[src/rtl/fuzzy_pkg.sv]
// fuzzy_pkg: shared state encoding, rule indices and default set/singleton constants
package fuzzy_pkg;

    typedef enum logic [1:0] {IDLE, EVAL, DIV, DONE} state_t;

    localparam logic [1:0] RULE_LOW  = 2'd0;
    localparam logic [1:0] RULE_MED  = 2'd1;
    localparam logic [1:0] RULE_HIGH = 2'd2;

    localparam int DEF_W   = 8;
    localparam int DEF_A_L = 0;
    localparam int DEF_B_L = 20;
    localparam int DEF_C_L = 40;
    localparam int DEF_A_M = 30;
    localparam int DEF_B_M = 50;
    localparam int DEF_C_M = 70;
    localparam int DEF_A_H = 60;
    localparam int DEF_B_H = 80;
    localparam int DEF_C_H = 100;
    localparam int DEF_OUT_L = 85;
    localparam int DEF_OUT_M = 170;
    localparam int DEF_OUT_H = 255;

endpackage

[src/rtl/fuzzy_risk_engine_if.sv]
// fuzzy_risk_engine_if: sample-in and result-out handshakes of the fuzzy risk engine
interface fuzzy_risk_engine_if #(
    parameter int W = 8
);
    logic         in_valid;
    logic         in_ready;
    logic [W-1:0] raw;
    logic [W-1:0] sow;
    logic         out_valid;
    logic         out_ready;
    logic [W-1:0] risk;
    logic         no_rule;
    logic [1:0]   dominant;

    modport master (
        output in_valid, raw, sow, out_ready,
        input  in_ready, out_valid, risk, no_rule, dominant
    );

    modport slave (
        input  in_valid, raw, sow, out_ready,
        output in_ready, out_valid, risk, no_rule, dominant
    );
endinterface

[src/rtl/fuzzy_tri_mf.sv]
// fuzzy_tri_mf: triangular membership of x against breakpoints (A,B,C), scaled to 2^W-1
module fuzzy_tri_mf #(
    parameter int W = 8,
    parameter int A = 0,
    parameter int B = 20,
    parameter int C = 40
) (
    input  logic [W-1:0] x_i,
    output logic [W-1:0] mu_o
);
    typedef logic [2*W-1:0] wide_t;
    localparam wide_t M = wide_t'((1 << W) - 1);

    wide_t x, rise, fall;

    assign x    = wide_t'(x_i);
    assign rise = (x - wide_t'(A)) * M / wide_t'(B - A);
    assign fall = (wide_t'(C) - x) * M / wide_t'(C - B);

    // rising edge includes the peak, falling edge stops short of C
    always_comb
        mu_o = (x > wide_t'(A) && x <= wide_t'(B)) ? W'(rise) :
               (x > wide_t'(B) && x <  wide_t'(C)) ? W'(fall) : '0;
endmodule

[src/rtl/fuzzy_risk_engine.sv]
// fuzzy_risk_engine: min-AND fuzzy risk estimator with weighted-average defuzzification
module fuzzy_risk_engine
    import fuzzy_pkg::*;
#(
    parameter int W     = DEF_W,
    parameter int A_L   = DEF_A_L,
    parameter int B_L   = DEF_B_L,
    parameter int C_L   = DEF_C_L,
    parameter int A_M   = DEF_A_M,
    parameter int B_M   = DEF_B_M,
    parameter int C_M   = DEF_C_M,
    parameter int A_H   = DEF_A_H,
    parameter int B_H   = DEF_B_H,
    parameter int C_H   = DEF_C_H,
    parameter int OUT_L = DEF_OUT_L,
    parameter int OUT_M = DEF_OUT_M,
    parameter int OUT_H = DEF_OUT_H
) (
    input logic                clk,
    input logic                rst_n,
    fuzzy_risk_engine_if.slave bus
);
    localparam int NW = 2 * W + 2;
    localparam int DW = W + 2;
    localparam int CW = $clog2(W);
    typedef logic [NW-1:0] num_t;
    typedef logic [DW-1:0] den_t;
    localparam logic [CW-1:0] LAST_BIT = CW'(W - 1);

    state_t        state_q;
    logic [W-1:0]  raw_q, sow_q, risk_q;
    logic [W-1:0]  mu_lr, mu_ls, mu_mr, mu_ms, mu_hr, mu_hs;
    logic [W-1:0]  s_l, s_m, s_h;
    num_t          num_d;
    den_t          den_d, den_q, rem_q, rem_d;
    logic [W-1:0]  quo_q, quo_d;
    logic [DW:0]   sh;
    logic          ge;
    logic [1:0]    dom_d, dominant_q;
    logic [CW-1:0] cnt_q;
    logic          out_valid_q, no_rule_q;

    fuzzy_tri_mf #(.W(W), .A(A_L), .B(B_L), .C(C_L)) u_mf_lr (.x_i(raw_q), .mu_o(mu_lr));
    fuzzy_tri_mf #(.W(W), .A(A_L), .B(B_L), .C(C_L)) u_mf_ls (.x_i(sow_q), .mu_o(mu_ls));
    fuzzy_tri_mf #(.W(W), .A(A_M), .B(B_M), .C(C_M)) u_mf_mr (.x_i(raw_q), .mu_o(mu_mr));
    fuzzy_tri_mf #(.W(W), .A(A_M), .B(B_M), .C(C_M)) u_mf_ms (.x_i(sow_q), .mu_o(mu_ms));
    fuzzy_tri_mf #(.W(W), .A(A_H), .B(B_H), .C(C_H)) u_mf_hr (.x_i(raw_q), .mu_o(mu_hr));
    fuzzy_tri_mf #(.W(W), .A(A_H), .B(B_H), .C(C_H)) u_mf_hs (.x_i(sow_q), .mu_o(mu_hs));

    // rule strengths, weighted sums and strongest rule (ties go to the lower index)
    always_comb begin
        s_l   = mu_lr < mu_ls ? mu_lr : mu_ls;
        s_m   = mu_mr < mu_ms ? mu_mr : mu_ms;
        s_h   = mu_hr < mu_hs ? mu_hr : mu_hs;
        num_d = num_t'(s_l) * num_t'(OUT_L) + num_t'(s_m) * num_t'(OUT_M) + num_t'(s_h) * num_t'(OUT_H);
        den_d = den_t'(s_l) + den_t'(s_m) + den_t'(s_h);
        dom_d = (s_h > s_l && s_h > s_m) ? RULE_HIGH : (s_m > s_l) ? RULE_MED : RULE_LOW;
    end

    // one restoring step: quo_q shifts dividend bits out at the top and quotient bits in at the bottom
    always_comb begin
        sh    = {rem_q, quo_q[W-1]};
        ge    = sh >= {1'b0, den_q};
        rem_d = ge ? DW'(sh - {1'b0, den_q}) : DW'(sh);
        quo_d = {quo_q[W-2:0], ge};
    end

    // control FSM with datapath and registered result outputs
    always_ff @(posedge clk) begin
        if (!rst_n) begin
            state_q     <= IDLE;
            raw_q       <= '0;
            sow_q       <= '0;
            den_q       <= '0;
            rem_q       <= '0;
            quo_q       <= '0;
            cnt_q       <= '0;
            risk_q      <= '0;
            no_rule_q   <= 1'b0;
            dominant_q  <= RULE_LOW;
            out_valid_q <= 1'b0;
        end else begin
            case (state_q)
                IDLE: if (bus.in_valid) begin
                    raw_q   <= bus.raw;
                    sow_q   <= bus.sow;
                    state_q <= EVAL;
                end
                EVAL: begin
                    den_q      <= den_d;
                    rem_q      <= DW'(num_d >> W);
                    quo_q      <= W'(num_d);
                    dominant_q <= dom_d;
                    cnt_q      <= '0;
                    if (den_d == '0) begin
                        risk_q      <= '0;
                        no_rule_q   <= 1'b1;
                        out_valid_q <= 1'b1;
                        state_q     <= DONE;
                    end else begin
                        no_rule_q <= 1'b0;
                        state_q   <= DIV;
                    end
                end
                DIV: begin
                    rem_q <= rem_d;
                    quo_q <= quo_d;
                    cnt_q <= cnt_q + 1'b1;
                    if (cnt_q == LAST_BIT) begin
                        risk_q      <= quo_d;
                        out_valid_q <= 1'b1;
                        state_q     <= DONE;
                    end
                end
                DONE: if (bus.out_ready) begin
                    out_valid_q <= 1'b0;
                    state_q     <= IDLE;
                end
                default: state_q <= IDLE;
            endcase
        end
    end

    assign bus.in_ready  = state_q == IDLE;
    assign bus.out_valid = out_valid_q;
    assign bus.risk      = risk_q;
    assign bus.no_rule   = no_rule_q;
    assign bus.dominant  = dominant_q;
endmodule

[src/flat_wrapper.sv]
// flat-port wrapper written by rule: the top's interface ports become plain ports
module fuzzy_risk_engine_flat import fuzzy_pkg::*;
#(
    parameter int W     = DEF_W,
    parameter int A_L   = DEF_A_L,
    parameter int B_L   = DEF_B_L,
    parameter int C_L   = DEF_C_L,
    parameter int A_M   = DEF_A_M,
    parameter int B_M   = DEF_B_M,
    parameter int C_M   = DEF_C_M,
    parameter int A_H   = DEF_A_H,
    parameter int B_H   = DEF_B_H,
    parameter int C_H   = DEF_C_H,
    parameter int OUT_L = DEF_OUT_L,
    parameter int OUT_M = DEF_OUT_M,
    parameter int OUT_H = DEF_OUT_H
)
  (clk, rst_n, bus_in_valid, bus_raw, bus_sow, bus_out_ready, bus_in_ready, bus_out_valid, bus_risk, bus_no_rule, bus_dominant);
  fuzzy_risk_engine_if #(.W(W)) bus_i ();
  input logic clk;
  input logic rst_n;
  input wire logic [$bits(bus_i.in_valid)-1:0] bus_in_valid;
  input wire logic [$bits(bus_i.raw)-1:0] bus_raw;
  input wire logic [$bits(bus_i.sow)-1:0] bus_sow;
  input wire logic [$bits(bus_i.out_ready)-1:0] bus_out_ready;
  output wire logic [$bits(bus_i.in_ready)-1:0] bus_in_ready;
  output wire logic [$bits(bus_i.out_valid)-1:0] bus_out_valid;
  output wire logic [$bits(bus_i.risk)-1:0] bus_risk;
  output wire logic [$bits(bus_i.no_rule)-1:0] bus_no_rule;
  output wire logic [$bits(bus_i.dominant)-1:0] bus_dominant;
  assign bus_i.in_valid = bus_in_valid;
  assign bus_i.raw = bus_raw;
  assign bus_i.sow = bus_sow;
  assign bus_i.out_ready = bus_out_ready;
  assign bus_in_ready = bus_i.in_ready;
  assign bus_out_valid = bus_i.out_valid;
  assign bus_risk = bus_i.risk;
  assign bus_no_rule = bus_i.no_rule;
  assign bus_dominant = bus_i.dominant;
  fuzzy_risk_engine #(.W(W), .A_L(A_L), .B_L(B_L), .C_L(C_L), .A_M(A_M), .B_M(B_M), .C_M(C_M), .A_H(A_H), .B_H(B_H), .C_H(C_H), .OUT_L(OUT_L), .OUT_M(OUT_M), .OUT_H(OUT_H)) u_core (.clk(clk), .rst_n(rst_n), .bus(bus_i));
endmodule
[config.mk]
export PLATFORM = sky130hd
export DESIGN_NAME = fuzzy_risk_engine_flat
export DESIGN_NICKNAME = d
export VERILOG_FILES = /design/src/rtl/fuzzy_pkg.sv /design/src/rtl/fuzzy_risk_engine_if.sv /design/src/rtl/fuzzy_tri_mf.sv /design/src/rtl/fuzzy_risk_engine.sv /design/src/flat_wrapper.sv
export SDC_FILE = /design/constraint.sdc
export NUM_CORES = 2
export LEC_CHECK = 0
export BUFFER_PORTS_ARGS = -buffer_cell sky130_fd_sc_hd__buf_2
export CORE_MARGIN = 4
export CORE_UTILIZATION = 60
export CTS_CLUSTER_DIAMETER = 100
export CTS_CLUSTER_SIZE = 40
export DETAILED_ROUTE_END_ITERATION = 10
export PLACE_DENSITY = 0.87
export SETUP_SLACK_MARGIN = 0.1
export SLEW_MARGIN = 20
export SYNTH_ARGS = -nofsm -noshare
export SYNTH_HDL_FRONTEND = slang
export SYNTH_SLANG_ARGS = --single-unit
[constraint.sdc]
create_clock -name clk -period 23 [get_ports clk]
set_input_delay 6.9 -clock clk [delete_from_list [all_inputs] [get_ports clk]]
set_output_delay 6.9 -clock clk [all_outputs]
set_load 0.05 [all_outputs]
==> flow_metrics.env <==
export IMPL_cts_tree="built"
export IMPL_routabilityCongestion=0.972
export IMPL_max_slew_margin_rel=0.222
export IMPL_hpwl_um=111000
export IMPL_path_common_cell="fa_1"
export IMPL_clockBufferDepth=2
export IMPL_clockRootBuffer="clkbuf_16"
export IMPL_hold_start="u_core.quo_q[4]"
export IMPL_synth_seq_cells=61
export IMPL_core_area_um2=83800
export IMPL_syn_avg_cell_area_um2=7.70
export IMPL_worst_path_max_fanout=11
export IMPL_yosys_area_top_type="fa_1"
export IMPL_cp_top_family="adder cells"
export IMPL_required_ns=23.23
export IMPL_muxShareOfSynthArea=0.0299
export IMPL_synthTopCellsByArea="fa_1, ha_1, inv_1"
export IMPL_drv_cap=0
export IMPL_grt_pass1_wl_um=228000
export IMPL_vias=49300
export IMPL_r2r_end="u_core.rem_q[9]"
export IMPL_postSynthCellCount=6598
export IMPL_synth_edf_count=0
export IMPL_clk_latency_ns=0.38
export IMPL_critPathKind="reg -> reg"
export IMPL_worstPathArrival_ns=21.50
export IMPL_port_buffers=32
export IMPL_synth_top_family_by_area="adder cells"
export IMPL_synth_simple_gate_area_share=0.174
export IMPL_drv_slew=0
export IMPL_worst_path_buf_inv=11
export IMPL_synthAdderAreaFrac=0.338
export IMPL_synthArstFlopShare=0
export IMPL_synth_xor_area_frac=0.0762
export IMPL_synth_main_ff_cell="dfxtp_1"
export IMPL_die_w_um=299
export IMPL_holdPathStages=2
export IMPL_rr_worst_depth=79
export IMPL_layout_common_cells="inv_1, ha_1, fa_1, nor2_1, nand2_1"
export IMPL_start_util=0.606
export IMPL_yosysWarnings=0
export IMPL_synth_compound_area_frac=0.263
export IMPL_hold_viol=0
export IMPL_synth_seq_area_share=0.0240
export IMPL_drt_iter0_drc=4981
export IMPL_drive_gt1_frac=0.0532
export IMPL_tightest_slew_ns=1.17
export IMPL_status="finished, final reports clean"
export IMPL_cts_max_level=3
export IMPL_syn_to_final_growth_pct=2.53
export IMPL_routedWlPerCell_um=18.0
export IMPL_grt_setup_unrepaired="no"
export IMPL_setup_tns_ns=0
export IMPL_post_route_period_util=0.925
export IMPL_grt_antenna_before_repair=1
export IMPL_rows=106
export IMPL_grt_pass1_vias=47300
export IMPL_cts_clk_slew_worst_paths_ns=0.08
export IMPL_cts_sinks=61
export IMPL_final_cells=7600
export IMPL_period_minus_slack_ns=21.27
export IMPL_final_common_cell="inv_1"
export IMPL_grt_max_degree=52
export IMPL_cts_setup_buffers=0
export IMPL_min_to="u_core.quo_q[4]"
export IMPL_r2r_setup_slack_ns=1.73
export IMPL_place_inst=7583
export IMPL_clock_skew_ns=0.0171
export IMPL_first_pass_iters=8
export IMPL_num_fill_cells=7115
export IMPL_final_antenna_net_count=0
export IMPL_hold_class="reg -> reg"
export IMPL_cpPeakStageDelay_ns=0.73
export IMPL_numCtsBuffers=9
export IMPL_synth_cell_types=151
export IMPL_via_per_inst=6.48
export IMPL_r2r_start="u_core.sow_q[4]"
export IMPL_post_route_drc_count=0
export IMPL_grt_overflow=0
export IMPL_ios=33
export IMPL_final_nets=7546
export IMPL_dieArea_um2=89400
export IMPL_timing_fmax_ghz=0.0470
export IMPL_wl_um=137000
export IMPL_track_usage=0.295
export IMPL_syn_area_um2=50800
export IMPL_synth_top_cell_area_share=0.192
export IMPL_crit_slowest_cell="dfxtp_1"
export IMPL_die_h_um=299
export IMPL_synth_fp_nets=7684
export IMPL_cp_start_kind="register"
export IMPL_cp_end_kind="register"
export IMPL_setup_violations=0
metrics by stage:
step           cell area, µm²  setup slack, ns   util  hold slack (ns)
3_3_place_gp            51800             2.05  0.618            0.450
5_1_grt                 52100            0.215  0.622            0.494
6_report                52100             1.73  0.622            0.470
4_1_cts                 52100             1.29  0.621            0.471
2_1_floorplan           50800             4.18      -            0.442
3_5_place_dp            51800             1.34  0.618            0.461
routing by layer:
layer  GRT usage  vias up  routed length [µm]
li1            -    23200                   -
met1       0.401    23500               58000
met2       0.484     2255               62400
met3      0.0397      364               11200
met4       0.100        0                5090
met5           0        -                   0
state kept, by name, summed over array words and instances (netlist names):
name / flops
u_core.raw_q: 8
u_core.den_q: 10
u_core.cnt_q: 3
u_core.sow_q: 8
u_core.bus.out_valid: 1
u_core.bus.no_rule: 1
u_core.bus.dominant: 2
u_core.state_q: 2
u_core.bus.risk: 8
u_core.quo_q: 8
u_core.rem_q: 10
synth_stat cells (17+ instances only):
library cell	n
ha_1	579
nand3b_1	19
o221ai_1	30
o31ai_1	54
or2_2	38
nor3_1	173
xnor2_1	271
inv_1	1005
o22ai_1	49
a211o_1	37
a211oi_1	90
fa_1	487
a22o_1	17
o21ai_0	319
a21o_1	104
mux2i_1	112
and2_1	48
a2111oi_0	18
a22oi_1	34
o21a_1	55
o211ai_1	90
a311oi_1	26
mux2_2	26
dfxtp_1	61
o31a_1	21
nor2_1	446
o21bai_1	31
a221oi_1	30
xor2_1	123
o2111ai_1	30
a31oi_1	68
clkbuf_1	167
o21ai_1	35
and3_1	58
nor4_1	52
nand2b_1	60
a21oi_1	384
nor2b_1	54
nand3_1	158
maj3_1	18
nand2_1	431
buf_2	36
nand4_1	76
or3_1	49
worst min-delay path: cells and delay by family (launching register included):
kind / cells / cell delay (ns)
DFF: 1 / 0.30
AOI/OAI and AO/OA: 1 / 0.05
and+or+nand+nor: 1 / 0.06
cell families (layout without fill, tap and decap cells):
kind of cell / Yosys count / count (layout)
AOI/OAI and AO/OA: 1867 / 1867
muxes: 145 / 145
and+or+nand+nor: 1779 / 1779
buffers and inverters: 1244 / 1111
DFF: 61 / 61
xor gates and xnor gates: 416 / 416
adders and majority gates: 1086 / 1086
other: 0 / 1
how the worst max path moves through the flow:
| stage | start | depth (start not counted) | end |
|---|---|---|---|
| after floorplan | u_core.sow_q[6] | 79 | u_core.rem_q[9] |
| after global placement | u_core.raw_q[6] | 76 | u_core.rem_q[9] |
| after detailed placement | u_core.raw_q[6] | 79 | u_core.rem_q[9] |
| after CTS | u_core.raw_q[6] | 79 | u_core.rem_q[9] |
| after global routing | u_core.sow_q[4] | 80 | u_core.rem_q[8] |
| final | u_core.sow_q[4] | 79 | u_core.rem_q[9] |
cell type report:
class,instances,area [µm²],share of cell area
Clock inverter,7,62.6,0.00120
Tap cell,1134,1420,0.0272
Inverter,1019,3830,0.0735
Multi-Input combinational cell,5293,44900,0.861
Timing Repair Buffer,76,490,0.00941
Sequential cell,61,1230,0.0235
Antenna cell,1,2.50,0.0000480
Clock buffer,9,225,0.00432
what timing repair did:
item,CTS,global route
endpoints found under the hold margin,0,0
endpoints found under the setup margin,0,2
resized for setup,0,9
hold buffers,0,0
Power is left out: the tool's default activity adds up to more than one toggle a clock period on the data nets, which glitch-free logic cannot reach.
